`config.mk`:
```
export PLATFORM = sky130hd
export DESIGN_NAME = sp_mem_scheduler
export DESIGN_NICKNAME = d
export VERILOG_FILES = /design/src/rtl/sp_mem_scheduler.sv
export SDC_FILE = /design/constraint.sdc
export NUM_CORES = 1
export LEC_CHECK = 0
export CAP_MARGIN = 20
export CORE_AREA = 2 2 156 158
export CTS_BUF_LIST = sky130_fd_sc_hd__clkbuf_8
export CTS_CLUSTER_DIAMETER = 40
export DETAILED_ROUTE_END_ITERATION = 7
export DIE_AREA = 0 0 158 160
export HOLD_SLACK_MARGIN = 0.03
export PLACE_DENSITY = 0.59
export SETUP_SLACK_MARGIN = 0.3
export SKIP_CTS_REPAIR_TIMING = 1
export SYNTH_ARGS = -nofsm -noshare
export SYNTH_HDL_FRONTEND = slang
export SYNTH_SLANG_ARGS = --single-unit
```
`constraint.sdc`:
```
create_clock -name clk -period 5.3 [get_ports clk]
set_input_delay 1.06 -clock clk [delete_from_list [all_inputs] [get_ports clk]]
set_output_delay 1.06 -clock clk [all_outputs]
set_load 0.03 [all_outputs]
```
`src/rtl/sp_mem_scheduler.sv`:
```
// sp_mem_scheduler: round-robin sharing of one single-port synchronous memory among load and store ports
// Ports: ld_valid/ld_addr/ld_ready  load address request and grant per port
//        ldr_valid/ldr_data/ldr_ready  registered load result slot per port
//        st_valid/st_addr/st_data/st_ready  store request and grant per port
//        mem_en/mem_we/mem_addr/mem_wdata/mem_rdata  memory side (read data one cycle after read)
//        st_count  stores issued since reset; idle  nothing requested, in flight or held
module sp_mem_scheduler #(
    parameter int LOAD_COUNT  = 2,
    parameter int STORE_COUNT = 2,
    parameter int ADDR_WIDTH  = 32,
    parameter int DATA_WIDTH  = 32
) (
    input  logic                             clk,
    input  logic                             rst,
    input  logic [LOAD_COUNT-1:0]            ld_valid,
    input  logic [LOAD_COUNT*ADDR_WIDTH-1:0] ld_addr,
    output logic [LOAD_COUNT-1:0]            ld_ready,
    output logic [LOAD_COUNT-1:0]            ldr_valid,
    output logic [LOAD_COUNT*DATA_WIDTH-1:0] ldr_data,
    input  logic [LOAD_COUNT-1:0]            ldr_ready,
    input  logic [STORE_COUNT-1:0]           st_valid,
    input  logic [STORE_COUNT*ADDR_WIDTH-1:0] st_addr,
    input  logic [STORE_COUNT*DATA_WIDTH-1:0] st_data,
    output logic [STORE_COUNT-1:0]           st_ready,
    output logic                             mem_en,
    output logic                             mem_we,
    output logic [ADDR_WIDTH-1:0]            mem_addr,
    output logic [DATA_WIDTH-1:0]            mem_wdata,
    input  logic [DATA_WIDTH-1:0]            mem_rdata,
    output logic [31:0]                      st_count,
    output logic                             idle
);
    localparam int N  = LOAD_COUNT + STORE_COUNT;
    localparam int PW = $clog2(N);

    typedef enum logic [1:0] {EMPTY, INFLIGHT, FULL} slot_t;

    slot_t                            slot_q [LOAD_COUNT];
    slot_t                            slot_d [LOAD_COUNT];
    logic [PW-1:0]                    ptr_q, ptr_d;
    logic [31:0]                      st_count_q, st_count_d;
    logic [LOAD_COUNT*DATA_WIDTH-1:0] ldr_data_q, ldr_data_d;
    logic [N-1:0]                     elig;
    logic [PW-1:0]                    cand, gnt_idx;
    logic                             found, gnt;

    // a held result may be replaced in the same cycle its consumer takes it
    always_comb begin
        elig = '0;
        for (int i = 0; i < LOAD_COUNT; i++)
            elig[i] = ld_valid[i] && (slot_q[i] == EMPTY || (slot_q[i] == FULL && ldr_ready[i]));
        for (int j = 0; j < STORE_COUNT; j++)
            elig[LOAD_COUNT+j] = st_valid[j];
    end

    // scan from the requester after the last winner, wrapping
    always_comb begin
        found   = 1'b0;
        gnt_idx = '0;
        cand    = '0;
        for (int k = 1; k <= N; k++) begin
            cand = PW'((int'(ptr_q) + k) % N);
            if (!found && elig[cand]) begin
                found   = 1'b1;
                gnt_idx = cand;
            end
        end
        gnt = found && !rst;
    end

    always_comb begin
        ld_ready  = '0;
        st_ready  = '0;
        mem_we    = 1'b0;
        mem_addr  = '0;
        mem_wdata = '0;
        for (int i = 0; i < LOAD_COUNT; i++)
            if (gnt && gnt_idx == PW'(i)) begin
                ld_ready[i] = 1'b1;
                mem_addr    = ld_addr[i*ADDR_WIDTH +: ADDR_WIDTH];
            end
        for (int j = 0; j < STORE_COUNT; j++)
            if (gnt && gnt_idx == PW'(LOAD_COUNT + j)) begin
                st_ready[j] = 1'b1;
                mem_we      = 1'b1;
                mem_addr    = st_addr[j*ADDR_WIDTH +: ADDR_WIDTH];
                mem_wdata   = st_data[j*DATA_WIDTH +: DATA_WIDTH];
            end
    end

    assign mem_en = gnt;

    always_comb begin
        ptr_d      = gnt ? gnt_idx : ptr_q;
        st_count_d = st_count_q + 32'(mem_we);
        ldr_data_d = ldr_data_q;
        for (int i = 0; i < LOAD_COUNT; i++) begin
            slot_d[i] = slot_q[i];
            if (slot_q[i] == INFLIGHT) begin
                slot_d[i] = FULL;
                ldr_data_d[i*DATA_WIDTH +: DATA_WIDTH] = mem_rdata;
            end else if (ld_ready[i])
                slot_d[i] = INFLIGHT;
            else if (slot_q[i] == FULL && ldr_ready[i])
                slot_d[i] = EMPTY;
        end
    end

    always_comb begin
        idle = !(|ld_valid) && !(|st_valid);
        for (int i = 0; i < LOAD_COUNT; i++) begin
            ldr_valid[i] = slot_q[i] == FULL;
            idle         = idle && slot_q[i] == EMPTY;
        end
    end

    assign ldr_data = ldr_data_q;
    assign st_count = st_count_q;

    always_ff @(posedge clk or posedge rst) begin
        if (rst) begin
            ptr_q      <= PW'(N - 1);
            st_count_q <= '0;
            ldr_data_q <= '0;
            for (int i = 0; i < LOAD_COUNT; i++)
                slot_q[i] <= EMPTY;
        end else begin
            ptr_q      <= ptr_d;
            st_count_q <= st_count_d;
            ldr_data_q <= ldr_data_d;
            slot_q     <= slot_d;
        end
    end
endmodule

```
==> results by group <==
Routing
  – Wire length per cell: 18.7 um
  – Vias: 5,661
  – Final WL: 23,300 um
  – Pre-antenna DRT Iters: 4
  – Vias per Instance: 4.55
  – Post-route ant nets: 0
  – Number of DRC markers in iteration 0: 191
  – DRC errors left: 0

Floorplan
  – Core Area: 23,800 sq um
  – Row cnt: 57
  – Die Ht: 160 um
  – Die X: between 150 and 200 um
  – Starting Density: 24.0%
  – Die area: 25,300 sq um
  – Io pins: around 400

Yosys
  – Synth cell count leaders: dfrtp_1, mux2i_1, mux2_2
  – Syn_nets: 765
  – Avg Cell Area, Syn: 10.8 sq um
  – Yosys reg bits: 102
  – Syn Inst Count: 530
  – Count leader, synth: dfrtp_1
  – Ys flop type: dfrtp_1
  – Synth Warn #: 0
  – EDFF count, synth: 0
  – Netlist cell types: 42
  – Synthesized area: 5730 sq um
  – Cell taking the most area after synthesis: dfrtp_1
  – Yosys top cell area share: 43.7%
  – Seq/Total Area, Yosys: ~45%
  – Ranking of synthesized cells by area: dfrtp_1, mux2_2, mux2i_1
  – Asr flop ratio synth: 100%

Power
  – Pwr per Cell Area: 495 nW/um^2
  – Peak supply drop: around 200 uV
  – Tot Pwr: around 5.1 mW
  – Static Leakage: 4.20 nW

Setup path
  – Critical path depth: 9
  – FF-to-FF path depth: 14
  – Buf/Inv on CP: 4
  – Critical path startpoint category: input port
  – Crit-path max FO: 15
  – CP max-delay cell: clkdlybuf4s50_1
  – Worst path top cell family by delay: buffers and inverters
  – Worst EP arrival: 3.78 ns
  – CP max stage delay: 0.69 ns
  – Worst setup EP type: primary output
  – Crit path kind: input port to primary output
  – Required @ worst endpoint: 4.24 ns
  – Worst-path cell chain: clkdlybuf4s50_1 -> nand2b_1 -> and3_1 -> o221a_2 -> buf_4 -> buf_4 -> nand3_1 -> a21oi_1 -> clkdlybuf4s50_1

Clocking
  – Clk root buf: clkbuf_8
  – Total number of H-tree levels: 3
  – Clock Pin Slew Worst Setup and Hold Paths: approximately 0.12 ns
  – CTS Buffer Depth: 2
  – Total CTS buffers: 9
  – Clk_lat worst skew: 0.38 ns
  – Clk sinks: 102
  – CTS tree: built

GRT
  – Largest net degree at the start of global routing: 74
  – Grt ovf: 0
  – Initial antenna violation count: 2
  – Vias in the first global route: 5,703
  – First-pass GRT wire length: roughly 34,000 um
  – Gr usage total: 17.8%

Timing
  – Setup TNS: 0 ns
  – Min Clock Period, post-route: 4.84 ns
  – Hold slack: a little under 0.5 ns
  – Pins over their slew limit: 0
  – Worst slew margin: a little under two fifths
  – Final Skew: 0.0197 ns
  – Finish-stage setup viols: 0
  – F_max: 0.206 GHz
  – Final hold vios: 0
  – Worst-margin pin slew: between 0.9 and 1 ns
  – Unrepaired setup endpoints after global routing: false
  – Crit share post-route: 91.4%

Run status
  – Status: finished, final reports clean

Cells and area
  – Layout cells sized above 1: 14.9%
  – Nets@finish: 1,149
  – Fillers: around 2,300
  – Area grow syn2layout: 78.2%

Placed design
  – DP HPWL: approximately 19,000 um
  – IO buf count: 400
  – Placer Congestion: 0.880

Flow run
  – Maxcap violations: 0

Min path
  – Hold Crit Depth: 1
  – Hold Crit Class: flip-flop to flip-flop
[metal layers]
layer | part of all wire [%] | track usage (%) | up-vias
li1 | - | - | 2717
met1 | 41 | 22.0 | 2650
met2 | 49 | 30.1 | 271
met3 | 7.8 | 4.67 | 23
met4 | 2.0 | 5.73 | 0
met5 | 0 | 0 | -
[logic make-up (layout without fill, tap and decap cells)]
logic type	Yosys count	after routing	share of synthesized area, %
mux	128	128	23.8
simple gates	113	113	10.6
xor+xnor	30	30	4.59
fa+ha+maj	3	3	0.656
other cells	0	2	0
flops	102	102	44.6
compound gates	108	108	11.6
buf+inv	46	435	4.20
[layout make-up]
| type | count | area, sq um | share of cell area [%] |
|---|---|---|---|
| Tap cell | 324 | 405 | 3.97 |
| Multi-Input combinational cell | 382 | 2940 | 28.9 |
| Timing Repair Buffer | 413 | 4070 | 39.9 |
| Clock inverter | 7 | 72.6 | 0.711 |
| Antenna cell | 2 | 5.00 | 0.0491 |
| Inverter | 6 | 26.3 | 0.258 |
| Clock buffer | 9 | 124 | 1.21 |
| Sequential cell | 102 | 2550 | 25.0 |
[worst paths after layout]
| path | slack (ns) | to | startpoint |
|---|---|---|---|
| setup / recovery | 0.46 | mem_wdata[29] | ldr_ready[0] |
| hold / removal | 0.49 | st_count[31] | st_count[31] |
| setup reg to reg | 2.15 | st_count[18] | slot_q[0] |
| hold reg to reg | 0.49 | st_count[31] | st_count[31] |
| max in group asynchronous | 2.87 | st_count[2] | rst |
| min in group asynchronous | 1.17 | ldr_data[29] | rst |
[cells in the final DEF (no fill, tap or decap), drive strengths merged, types with 19 or more instances in the layout]
cell,n
o21ai,35
mux2i,64
a21oi,32
nand3,43
buf,46
dfrtp,100
nand2,19
clkdlybuf4s50,367
mux2,64
o22ai,32
xnor2,20
[registers in the layout (all words and copies together), names as in the netlist]
name and flops:
ldr_data 64, ptr_q 2, slot_q 4, st_count 32
[through the flow]
step / setup slack, ns / cells / utilization [%] / area, sq um
4_1_cts: 0.477 / 1243 / 42.8 / 10200
2_1_floorplan: 0.414 / 530 / - / 5730
5_1_grt: 0.324 / 1245 / 42.8 / 10200
6_report: 0.456 / 1245 / 42.8 / 10200
3_5_place_dp: 0.487 / 1227 / 42.0 / 10000
3_3_place_gp: 0.549 / 1227 / 42.0 / 10000
[where the power goes]
group / leakage [nW] / switching (mW) / total (mW) / internal, mW
sequential: 1.26 / 0.179 / 1.26 / 1.08
clock: 0.0970 / 0.301 / 0.487 / 0.186
combinational: 2.85 / 1.84 / 3.31 / 1.47
Note: power is estimated with default switching activity, not from simulation.
==> variant: new RTL, config.mk and constraints unchanged <==
The parameter `LOAD_COUNT` goes from 2 to 1.
--- a/src/rtl/sp_mem_scheduler.sv
+++ b/src/rtl/sp_mem_scheduler.sv
@@ -6,5 +6,5 @@
 //        st_count  stores issued since reset; idle  nothing requested, in flight or held
 module sp_mem_scheduler #(
-    parameter int LOAD_COUNT  = 2,
+    parameter int LOAD_COUNT  = 1,
     parameter int STORE_COUNT = 2,
     parameter int ADDR_WIDTH  = 32,
Interface: changed (6 resized); port bits go from 401 to 333. No check against the original RTL was run, so the function may have changed too.
==> variant against the original RTL <==
  * Sequential power decreased by 37%
  * Routed wire length decreased by 29%
  * Global-route usage decreased by 5.2 points
  * Sequential cell count decreased by 34
  * Via count decreased by 21%
  * Synthesized area decreased by 27%
  * Setup slack got worse by 0.013 ns
  * Design area decreased by 20%
  * Count of clock-buffer cells in the layout increased by 1
  * Total power decreased by 16%
  * Critical path depth decreased by 1
  * Largest cell class unchanged
==> variant: results (changes against the original RTL) <==
Register-to-Register Path Depth 13 (was 14); multiplexer share of the synthesized area 0.0857 (was 0.238); DP Area 7890 um2 (was 10000 um2); # port buffers 332 (was 400); sequential share of the synthesized area 0.405 (was 0.446); Worst Hold Path EP st_count[31] (unchanged); final wirelength 16600 um (was 23300 um); vias per cell 4.29 (was 4.55); power share of the clock group 0.114 (was 0.096); CTS Buf Count 9 (unchanged); syn nets 599 (was 765); drt first pass iters 5 (was 4); post-synthesis cell count 394 (was 530); worst reg2reg setup slack 1.52 ns (was 2.15 ns); antenna diode count 0 (was 2); actual slew at the worst max-slew pin 0.812 ns (was 0.944 ns); Slowest cell on crit path clkdlybuf4s50_1 (unchanged); Root Buffer clkbuf_8 (unchanged); Worst path max stage delay 0.67 ns (was 0.69 ns); CP endpoint mem_wdata[15] (was mem_wdata[29]); ys async rst share 1.00 (unchanged); vias in the first global route 4690 (was 5703); largest net degree at the start of global routing 45 (was 74); total sequential power 0.000788 W (was 0.00126 W); Clk Latency, worst-skew pair 0.35 ns (was 0.38 ns); crit-path max FO 28 (was 15); Max Clk Rate 0.206 GHz (about the same); Peak VDD IR 0.232 mV (was 0.203 mV); Yosys cell types 43 (was 42); Post-synth top cells 67 x dfrtp_1, 65 x a22o_1, 38 x nand2b_1 (was 100 x dfrtp_1, 64 x mux2i_1, 58 x mux2_2); post-detail-place hpwl 13000 um (was 18700 um); Synth area leaders dfrtp_1 40%, a22o_1 14%, mux2_2 8.6% (was dfrtp_1 44%, mux2_2 11%, mux2i_1 11%); Synth Area in Compound Gates 0.235 (was 0.116); WHS 0.473 ns (was 0.488 ns); placed cell count 1031 (was 1227); Global Route Usage Sum 0.126 (was 0.178); Longest Clk Path Bufs 2 (unchanged); mean routed wirelength per cell 15.8 um (was 18.7 um); initial antenna violation count 0 (was 2); layout cells sized above 1 0.156 (was 0.149); sequential power share 0.186 (was 0.249); first-pass GRT wire length 25400 um (was 34000 um); status completed (unchanged); HP Class flop to flop (unchanged); Placer Congestion 0.731 (was 0.880); Worst Setup SP st_valid[1] (was ldr_ready[0]); Final Skew 0.0103 ns (was 0.0197 ns); Reg clk slew, reported paths 0.07 ns (was 0.12 ns); RR Startpoint ptr_q[1] (was slot_q[0]); Post-Synth XOR/XNOR Area 0.0625 (was 0.0459); cell internal pwr 0.00229 W (was 0.00273 W); WP data arrival 3.80 ns (was 3.78 ns); Adder-Cell Fraction of Synth Area 0.0208 (was 0.00656); Worst R2R End st_count[16] (was st_count[18]); Pleak 3.67 nW (was 4.20 nW); nets 924 (was 1149); Placement Setup Slack 0.303 ns (was 0.487 ns); drt first-iter violations 148 (was 191)
==> variant: cell types whose count changed in the layout (fill, tap and decap cells not counted), sizes merged, moves of 31 or more <==
cell | unedited run | this run
clkdlybuf4s50 | 367 | 265
a22o | 0 | 65
mux2i | 64 | 0
o21ai | 35 | 1
dfrtp | 100 | 67
mux2 | 64 | 32
nand2b | 6 | 38
o32a | 0 | 32
nand3 | 43 | 12
o22ai | 32 | 1
==> variant: layout make-up <==
cell class / count / area, um2
Tap cell: 324 / 405
Clock buffer: 10 / 138
Timing Repair Buffer: 345 / 3490
Inverter: 8 / 30.0
Clock inverter: 6 / 86.3
Sequential cell: 68 / 1700
Multi-Input combinational cell: 287 / 2340
Fill cell: 2478 / 15600
==> variant: metal layers <==
metal	track usage	wire length, um	up-vias	part of all wire
met2	0.226	8340	199	0.50
met1	0.146	6570	2141	0.40
li1	-	-	2143	-
met5	0	0	-	0
met3	0.0410	1500	11	0.091
met4	0.0238	140	0	0.0085
